**config.mk**
```make
export PLATFORM = sky130hd
export DESIGN_NAME = enc_prio_param
export DESIGN_NICKNAME = d
export VERILOG_FILES = /design/src/rtl/enc_prio_param.sv
export SDC_FILE = /design/constraint.sdc
export NUM_CORES = 1
export LEC_CHECK = 0
export CORE_AREA = 2 2 42 48
export DETAILED_ROUTE_END_ITERATION = 8
export DIE_AREA = 0 0 44 50
export GPL_ROUTABILITY_DRIVEN = 0
export GPL_TIMING_DRIVEN = 0
export PLACE_DENSITY = 0.72
export SYNTH_ARGS = -nofsm -noshare
export SYNTH_HDL_FRONTEND = slang
export SYNTH_SLANG_ARGS = --single-unit
```
**constraint.sdc**
```tcl
create_clock -name clk -period 1.34 [get_ports clk]
set_input_delay 0.201 -clock clk [delete_from_list [all_inputs] [get_ports clk]]
set_output_delay 0.201 -clock clk [all_outputs]
set_load 0.05 [all_outputs]
```
**src/rtl/enc_prio_param.sv**
```systemverilog
//------------------------------------------------------------------------------
// enc_prio_param
//
// Registered N-to-log2(N) priority encoder with a valid/ready handshake on
// both sides. The grant is the highest set index (RR=0) or the first set bit
// found searching upward from a rotating pointer (RR=1). Zero and multi-hot
// request vectors are flagged on the output alongside the encoded result.
//
// Parameters
//   N      number of request lines (2..256)
//   RR     0 = fixed priority (highest index wins), 1 = round-robin
//   IDX_W  width of the encoded index, derived from N; leave at default
//
// Ports
//   clk         rising-edge clock
//   rst_n       asynchronous active-low reset
//   in_req      request vector, any number of bits may be set
//   in_valid    in_req is valid this cycle
//   in_ready    input side may accept (combinational from output state)
//   out_idx     encoded index of the granted request
//   out_onehot  one-hot form of the grant, zero when out_none is set
//   out_none    captured vector was all zeros
//   out_multi   captured vector had two or more bits set
//   out_valid   output register holds a result
//   out_ready   consumer takes the result this cycle
//------------------------------------------------------------------------------
module enc_prio_param #(
    parameter int N     = 8,
    parameter int RR    = 0,
    parameter int IDX_W = $clog2(N)
) (
    input  logic             clk,
    input  logic             rst_n,
    input  logic [N-1:0]     in_req,
    input  logic             in_valid,
    output logic             in_ready,
    output logic [IDX_W-1:0] out_idx,
    output logic [N-1:0]     out_onehot,
    output logic             out_none,
    output logic             out_multi,
    output logic             out_valid,
    input  logic             out_ready
);

    localparam logic [N-1:0]     ONE_N    = N'(1);
    localparam logic [IDX_W-1:0] LAST_IDX = IDX_W'(N - 1);

    logic [IDX_W-1:0] r_outIdx;
    logic [N-1:0]     r_outOnehot;
    logic             r_outNone;
    logic             r_outMulti;
    logic             r_outValid;
    logic [IDX_W-1:0] r_ptr;

    logic             w_accept;
    logic             w_none;
    logic             w_multi;
    logic [IDX_W-1:0] w_fixedIdx;
    logic [IDX_W-1:0] w_rrIdx;
    logic             w_rrFound;
    logic [IDX_W-1:0] w_grantIdx;
    logic [N-1:0]     w_onehot;

    // The input side is free whenever the output register is empty or is
    // being drained on this edge, which is what gives full throughput.
    assign in_ready = !r_outValid || out_ready;
    assign w_accept = in_valid && in_ready;

    // Clearing the lowest set bit leaves something behind only when at least
    // two bits were set, so this gives popcount >= 2 without an adder tree.
    assign w_none  = ~|in_req;
    assign w_multi = |(in_req & (in_req - ONE_N));

    // Fixed priority: later iterations overwrite earlier ones, so the highest
    // set index wins. An all-zero vector leaves the default of 0.
    always_comb begin
        w_fixedIdx = '0;
        for (int i = 0; i < N; i++) begin
            if (in_req[i]) begin
                w_fixedIdx = IDX_W'(i);
            end
        end
    end

    // Round-robin: walk N positions starting at the pointer. The wrap back to
    // zero is done by subtracting N so that non-power-of-two widths never
    // land on an index that does not exist. The sum is kept in an int so it
    // cannot overflow for N=256.
    always_comb begin
        int               posSum;
        logic [IDX_W-1:0] posIdx;
        posSum    = 0;
        posIdx    = '0;
        w_rrIdx   = '0;
        w_rrFound = 1'b0;
        for (int k = 0; k < N; k++) begin
            posSum = int'(r_ptr) + k;
            if (posSum >= N) begin
                posSum = posSum - N;
            end
            posIdx = IDX_W'(posSum);
            if (!w_rrFound && in_req[posIdx]) begin
                w_rrFound = 1'b1;
                w_rrIdx   = posIdx;
            end
        end
    end

    // Both searches default to 0 on an empty vector, so the grant index is
    // already 0 there and only the one-hot form needs an explicit mask.
    always_comb begin
        w_grantIdx = (RR != 0) ? w_rrIdx : w_fixedIdx;
        w_onehot   = w_none ? '0 : (ONE_N << w_grantIdx);
    end

    // Output register. A new result loads whenever the input is accepted,
    // which also covers the drain-and-refill case on the same edge. With no
    // accept, a taken result simply empties the register; the data fields
    // keep their stale contents since nobody looks at them while invalid.
    always_ff @(posedge clk or negedge rst_n) begin
        if (!rst_n) begin
            r_outValid  <= 1'b0;
            r_outIdx    <= '0;
            r_outOnehot <= '0;
            r_outNone   <= 1'b0;
            r_outMulti  <= 1'b0;
        end else if (w_accept) begin
            r_outValid  <= 1'b1;
            r_outIdx    <= w_grantIdx;
            r_outOnehot <= w_onehot;
            r_outNone   <= w_none;
            r_outMulti  <= w_multi;
        end else if (out_ready) begin
            r_outValid  <= 1'b0;
        end
    end

    // The fairness pointer only exists in round-robin mode. It moves one past
    // the winner on every accepted non-empty vector and wraps explicitly from
    // the last line back to zero; an empty vector leaves it where it was.
    generate
        if (RR != 0) begin : g_rrPtr
            logic [IDX_W-1:0] w_nextPtr;

            assign w_nextPtr = (w_grantIdx == LAST_IDX) ? '0 : (w_grantIdx + 1'b1);

            always_ff @(posedge clk or negedge rst_n) begin
                if (!rst_n) begin
                    r_ptr <= '0;
                end else if (w_accept && !w_none) begin
                    r_ptr <= w_nextPtr;
                end
            end
        end else begin : g_noPtr
            assign r_ptr = '0;
        end
    endgenerate

    assign out_idx    = r_outIdx;
    assign out_onehot = r_outOnehot;
    assign out_none   = r_outNone;
    assign out_multi  = r_outMulti;
    assign out_valid  = r_outValid;

endmodule
```
# Word level (Yosys, flattened, before mapping)
# Index checks and enable logic that the tools add are counted.
[classes]
eq_ne = 0
addsub = 1
muxes = 10
n_mul = 0
n_lt_le_gt_ge = 0
div = 0
bitwise = 1
n_shift = 1
n_reduce_logical = 7
[op_table]
columns = ["op", "count"]
rows = [
  ["$reduce_or A8 Y1", 2],
  ["$mux W3", 4],
  ["$and A8 B8 Y8", 1],
  ["$mux W8", 1],
  ["$shl A1 B3 Y8 const A", 1],
  ["$sub A8 B1 Y8 const B", 1],
  ["$mux W2", 2],
  ["$mux W1", 3],
  ["$logic_not A1 Y1", 2],
  ["$reduce_bool A2 Y1", 1],
  ["$logic_and A1 B1 Y1", 1],
  ["$logic_or A1 B1 Y1", 1],
]
[word_totals]
memories = 0
ramBits = 0
rom_bits = 0
in_bits = 12
latch_bits = 0
register_bits = 14
out_inout_bits = 15
word_cells = 25

# Logic depth before layout (Yosys ltp)
# Gate-level depths: netlist of run 1.
[logic_depth]
ltp_word = 9
mapped_depth = 5

# Least setup slack after synthesis of run 1
# No wires, ideal clock.
[synth_timing]
kind = "reg2reg"
start = "register r_outValid, in the netlist out_valid"
end = "register r_outIdx[0], in the netlist out_idx[0]"
setup_time_ns = 0.125
setup_slack_ns = -0.289
stages_incl_launch_ff = 5
path_buffers = 1
t_arrival_ns = 1.504
synth_period_minus_slack_ns = 1.629
cell_sequence = "dfrtp_1 -> nand2b_4 -> and2_4 -> buf_6 -> mux2_4"
[synth_via]
elab_chain_cells = 3
[synth_rtl]
columns = ["element", "line", "rtl"]
rows = [
  ["from (decl)", "52", "logic r_outValid;"],
  ["from (signal assigned)", "122", "r_outValid <= 1'b0;"],
  ["from (signal assigned)", "128", "r_outValid <= 1'b1;"],
  ["from (signal assigned)", "134", "r_outValid <= 1'b0;"],
  ["$logic_not A1 Y1", "66", "assign in_ready = !r_outValid || out_ready;"],
  ["$logic_or A1 B1 Y1", "66", ""],
  ["named net in_ready", "36", "output logic in_ready,"],
  ["$logic_and A1 B1 Y1", "67", "assign w_accept = in_valid && in_ready;"],
  ["to (signal assigned)", "129", "r_outIdx <= w_grantIdx;"],
  ["to (decl)", "48", "logic [IDX_W-1:0] r_outIdx;"],
]
# The timed path passes the listed nets, and every way through them passes these cells.
# A chain may end at the register's enable or synchronous reset.

# Final worst setup path of run 1
[layout_timing]
start = "input out_ready"
end = "output in_ready"
[layout_via]
elab_chain_cells = 1
[layout_rtl]
columns = ["element", "line", "rtl"]
rows = [
  ["from (decl)", "42", "input logic out_ready"],
  ["$logic_or A1 B1 Y1", "66", ""],
  ["to (decl)", "36", ""],
]
# Every way passes these cells.

==> results.toml, run 1 <==
[logic_synthesis]
yosysWarnings = 0
synth_seq_area_share_pct = 51.4
yosysTopAreaCell = "dfrtp_1"
avgSynthCellArea_um2 = 11.4
synth_top_area_share_pct = 51.4
post_synth_num_cell_types = 27
syn-cell-area_um2 = 682
synth_seq_cells = 14
synth_fp_nets = 72
syn-instance-count = 60
yosys-top-cells-area = "dfrtp_1, mux2_4, nand2_1"

[place]
portBuffers = 26
dp_cells = 104
dp_slack_ns = -0.501
place_hpwl_um = 1090

[outcome]
status = "finished, final reports clean"

[final_layout]
final_cell_mix = "dfrtp_1, clkdlybuf4s15_2, clkdlybuf4s50_1, nor2_1, nand2_1"
diodes = 0
final_common_cell = "dfrtp_1"
fin_cells = 109
final_core_utilization_pct = 58.0
num-fill-cells = 152
final_nets = 104
drive_above_1_share_pct = 37.4
area_growth_pct = 46.4

[global_route]
grt_usage_pct = 16.2
grt_overflow_total = 0
grt_pass1_vias = 591
grt_max_degree = 15
grt_first_pass_wirelength_um = 2640
antenna_found_initial = 0

[route]
first_pass_iters = 4
routed_wirelength_um = 1520
via_per_inst = 5.27
vias = 574
post_drt_wl_per_cell_um = 13.9
drt_iter0_markers = 14
ant_nets = 0
drc = 0

[cts]
cts_hold_buffers = 0
worstSkewPairLatency_ns = 0.27
clk_path_buf_depth = 2
cts_max_level = 1
cts.clk_slew.worst_paths_ns = 0.08
tritoncts = "yes"
numCtsBuffers = 3
clock-root-buffer = "clkbuf_4"
clkSinkCount = 14

[sta]
setup_ws_ns = 0.0551
setup_viol = 0
relSlewSlack_pct = 57.6
drv_slew = 0
finClkSkew_ns = 0.00163
rsz0062_at_grt = "false"
fin_crit_ns = 1.28
tightest_slew_ns = 0.633
max_freq_mhz = 778
hold_viol_final = 0
period_share_pct = 95.9
fin_hold_ws_ns = 0.316

[min_path]
hold_class = "input pin to asynchronous set/reset pin"

[worst_setup_path]
rrSetupSlack_ns = 0.14
crit_fanout = 5
r2r_end = "out_onehot[6]$_DFFE_PN0P_"
cp.arrival_ns = 1.08
crit_required_ns = 1.14
r2r_start = "out_valid$_DFFE_PN0P_"
r2r_cells = 4
crit_path_end_kind = "primary output"
critical_path_class = "input pin to primary output"
crit_path_start_kind = "input pin"

[run]
drv_cap = 0

[floorplanning]
die_y_um = 50
ios = 27
initial_core_util_pct = 39.6
die_x_um = 44
core_area_um2 = 1720
rows = 16
die_area_um2 = 2200

[power_and_ir_drop]
p_leak_nw = 0.453
pwr_density_cell_nw_per_um2 = 1040
peakVddDrop_v = 0.000670
power.total_mw = 1.04
## layer usage
metal / global-route usage [%] / wire length [µm] / up-vias
met3: 2.56 / 96 / 2
met4: 7.58 / 14 / 0
li1: - / - / 279
met2: 26.2 / 738 / 22
met5: 0 / 0 / -
met1: 20.6 / 666 / 271
## cells by family (layout without fill, tap and decap cells)
logic type / Yosys count / in the layout / synth area share [%]
AOI/OAI and AO/OA: 16 / 16 / 17.1
DFF: 14 / 14 / 51.4
muxes: 3 / 3 / 6.06
buffers and inverters: 1 / 32 / 1.65
and+or+nand+nor: 26 / 26 / 23.9
## worst max-delay path, stage by stage
cell	delay, ns
clkdlybuf4s50_1	0.46
nand2b_4	0.15
buf_2	0.27
## synthesized netlist by cell type
cell type and n:
dfrtp_1 14, nand2_1 7, nor2_1 7, a22o_1 3
o21ai_0 3, a21oi_1 2, a31oi_1 2, mux2_4 2
nor2b_1 2, a222oi_1 1, a32o_2 1, and2_4 1
buf_6 1, mux2_2 1, nand2_2 1, nand2b_4 1
nand4_4 1, nor2_2 1, nor2_4 1, nor3_2 1
o21a_1 1, o21bai_1 1, o221ai_1 1, o31ai_1 1
or2_2 1, or2b_1 1, or3_1 1
## worst max path at each step
| stage | from | to | slack, ns | cells after the start |
|---|---|---|---|---|
| 3_5_place_dp | out_ready | in_ready | -0.50 | 3 |
| 4_1_cts | out_onehot[5]$_DFFE_PN0P_ | out_onehot[5] | 0.00009 | 1 |
| 5_1_grt | in_req[6] | out_multi$_DFFE_PN0P_ | 0.02 | 5 |
| 6_report | out_ready | in_ready | 0.06 | 3 |
| 2_1_floorplan | out_valid$_DFFE_PN0P_ | out_idx[0]$_DFFE_PN0P_ | -0.1 | 4 |
| 3_3_place_gp | out_ready | in_ready | -0.48 | 3 |
## flip-flops by register name, summed over array words and instances, names as in the netlist
signal      flops
out_valid       1
out_onehot      8
out_multi       1
out_none        1
out_idx         3
## layout make-up
class / instances / area, µm² / share of cell area (%)
Timing Repair Buffer: 27 / 256 / 25.7
Clock buffer: 4 / 36.3 / 3.63
Sequential cell: 14 / 352 / 35.2
Tap cell: 18 / 22.5 / 2.26
Buffer: 1 / 11.3 / 1.13
Multi-Input combinational cell: 45 / 320 / 32.1
## stage by stage
stage | area [µm²] | TNS, ns
after floorplan | 683 | -0.230
after global placement | 966 | -1.83
after detailed placement | 966 | -1.97
after CTS | 1010 | 0
after global routing | 998 | 0
final | 998 | 0
## where the power goes
part	leakage [nW]	total [mW]	internal [mW]	switching (mW)
Combinational	0.262	0.285	0.104	0.181
Clock	0.0210	0.295	0.165	0.130
Sequential	0.170	0.463	0.448	0.0145
## repair_timing
action                                  CTS  global route
buffers inserted                          0             1
resized for setup                        42             8
pin swaps                                 0             2
endpoints found under the hold margin     0             0
endpoints found under the setup margin   15             8
No activity file was read; power rests on OpenSTA's default activity.
==> run 2, diff against run 1 <==
--- a/config.mk
+++ b/config.mk
@@ -10,7 +10,7 @@
 export DIE_AREA = 0 0 44 50
 export GPL_ROUTABILITY_DRIVEN = 0
 export GPL_TIMING_DRIVEN = 0
-export PLACE_DENSITY = 0.72
+export PLACE_DENSITY_LB_ADDON = 0.1
 export SYNTH_ARGS = -nofsm -noshare
 export SYNTH_HDL_FRONTEND = slang
 export SYNTH_SLANG_ARGS = --single-unit
==> results.toml, run 2 (synthesis results as in run 1) <==
[global_route]
grt_max_degree = 15
antenna_found_initial = 0
grt_usage_pct = 15.0
grt_first_pass_wirelength_um = 2420
grt_pass1_vias = 559
grt_overflow_total = 0

[floorplanning]
die_area_um2 = 2200
rows = 16
die_x_um = 44
core_area_um2 = 1720
ios = 27
die_y_um = 50
initial_core_util_pct = 39.6

[power_and_ir_drop]
clkPwrFrac_pct = 28.8
power.total_mw = 1.03
p_leak_nw = 0.447
switchingPower_mw = 0.325
combPwrFrac_pct = 26.5
intPower_mw = 0.707
swShare_pct = 31.5
pwr_density_cell_nw_per_um2 = 1100
peakVddDrop_v = 0.000566
pwr-share-seq_pct = 44.7

[cts]
clock-root-buffer = "clkbuf_4"
cts_max_level = 1
cts.clk_slew.worst_paths_ns = 0.08
clk_path_buf_depth = 2
worstSkewPairLatency_ns = 0.27
numCtsBuffers = 3
tritoncts = "yes"
cts_hold_buffers = 0
clkSinkCount = 14

[sta]
max_freq_mhz = 785
relSlewSlack_pct = 57.0
drv_slew = 0
hold_viol_final = 0
setup_viol = 0
tightest_slew_ns = 0.643
setup-tns-final_ns = 0
setup_ws_ns = 0.0662
finClkSkew_ns = 0.00201
rsz0062_at_grt = "false"
fin_crit_ns = 1.27
period_share_pct = 95.1

[worst_setup_path]
crit_required_ns = 1.14
critPathLaunch = "out_ready"
crit_path_start_kind = "input pin"
crit_end = "in_ready"
cp.arrival_ns = 1.07
r2r_end = "out_onehot[6]$_DFFE_PN0P_"
rrSetupSlack_ns = 0.13
crit_fanout = 5
crit_path_end_kind = "primary output"
critical_path_class = "input pin to primary output"
r2r_cells = 4
r2r_start = "out_valid$_DFFE_PN0P_"

[place]
portBuffers = 26
place_hpwl_um = 1040
place_area_um2 = 966
dp_slack_ns = -0.470

[final_layout]
drive_above_1_share_pct = 36.7
final_nets = 103
stdcell_area_um2 = 941
multi_input_area_um2 = 320
largest_reg_flops = 8
diodes = 0
final_cell_mix = "dfrtp_1, clkbuf_2, clkdlybuf4s50_1, nor2_1, nand2_1"
area_growth_pct = 38.0
num-fill-cells = 157
regArea_um2 = 352

[route]
drt_iter0_markers = 16
post_drt_wl_per_cell_um = 13.1
drc = 0
ant_nets = 0
first_pass_iters = 4
vias = 586
via_per_inst = 5.43
routed_wirelength_um = 1410

[run]
drv_cap = 0

[outcome]
status = "finished, final reports clean"

[min_path]
hold_class = "input pin to asynchronous set/reset pin"
==> run 2: changes by cell type in the layout (fill, tap and decap cells not counted) <==
cell / delta
buf_4: -1
clkbuf_2: +8
clkdlybuf4s15_2: -8
==> run 2: layout make-up <==
cell class,count,share of cell area (%)
Sequential cell,14,37.4
Multi-Input combinational cell,45,34.0
Timing Repair Buffer,26,21.1
Clock buffer,4,3.86
Tap cell,18,2.39
Buffer,1,1.20
==> run 2: routing by layer <==
| layer | track usage, % | up-vias | wire length (µm) | share of wire, % |
|---|---|---|---|---|
| met4 | 7.58 | 0 | 14 | 0.99 |
| li1 | - | 279 | - | - |
| met3 | 2.56 | 2 | 109 | 7.7 |
| met5 | 0 | - | 0 | 0 |
| met1 | 19.7 | 281 | 681 | 48 |
| met2 | 23.0 | 24 | 606 | 43 |
==> run 2: what timing repair did <==
action	4_1_cts	5_1_grt
pin swaps	0	1
resized for setup	34	16
buffers inserted	0	0
endpoints found under the setup margin	15	14
==> run 2: power groups by stage <==
stage	Sequential (mW)	Combinational, mW	Clock [mW]
4_1_cts	0.462	0.288	0.304
5_1_grt	0.466	0.292	0.335
3_3_place_gp	0.470	0.301	0
2_1_floorplan	0.564	0.0861	0
6_report	0.462	0.273	0.297
3_5_place_dp	0.471	0.301	0
==> run 2: worst min path at each step <==
stage	from	to	slack, ns	cells after the start
2_1_floorplan	rst_n	out_idx[0]$_DFFE_PN0P_	-0.09	0
3_3_place_gp	out_onehot[2]$_DFFE_PN0P_	out_onehot[2]$_DFFE_PN0P_	0.47	2
3_5_place_dp	out_onehot[2]$_DFFE_PN0P_	out_onehot[2]$_DFFE_PN0P_	0.47	2
4_1_cts	rst_n	out_none$_DFFE_PN0P_	0.33	1
5_1_grt	rst_n	out_idx[1]$_DFFE_PN0P_	0.34	1
6_report	rst_n	out_onehot[5]$_DFFE_PN0P_	0.32	1
==> run 2: stage by stage <==
step | util [%] | hold WS [ns] | std cells
2_1_floorplan | - | -0.0946 | 60
3_3_place_gp | 56.1 | 0.466 | 104
3_5_place_dp | 56.1 | 0.468 | 104
4_1_cts | 58.0 | 0.327 | 108
5_1_grt | 54.7 | 0.344 | 108
6_report | 54.7 | 0.320 | 108
==> run 2: worst max-delay path, stage by stage <==
cell and delay, ns:
clkdlybuf4s50_1 0.45, nand2b_4 0.15, buf_2 0.27
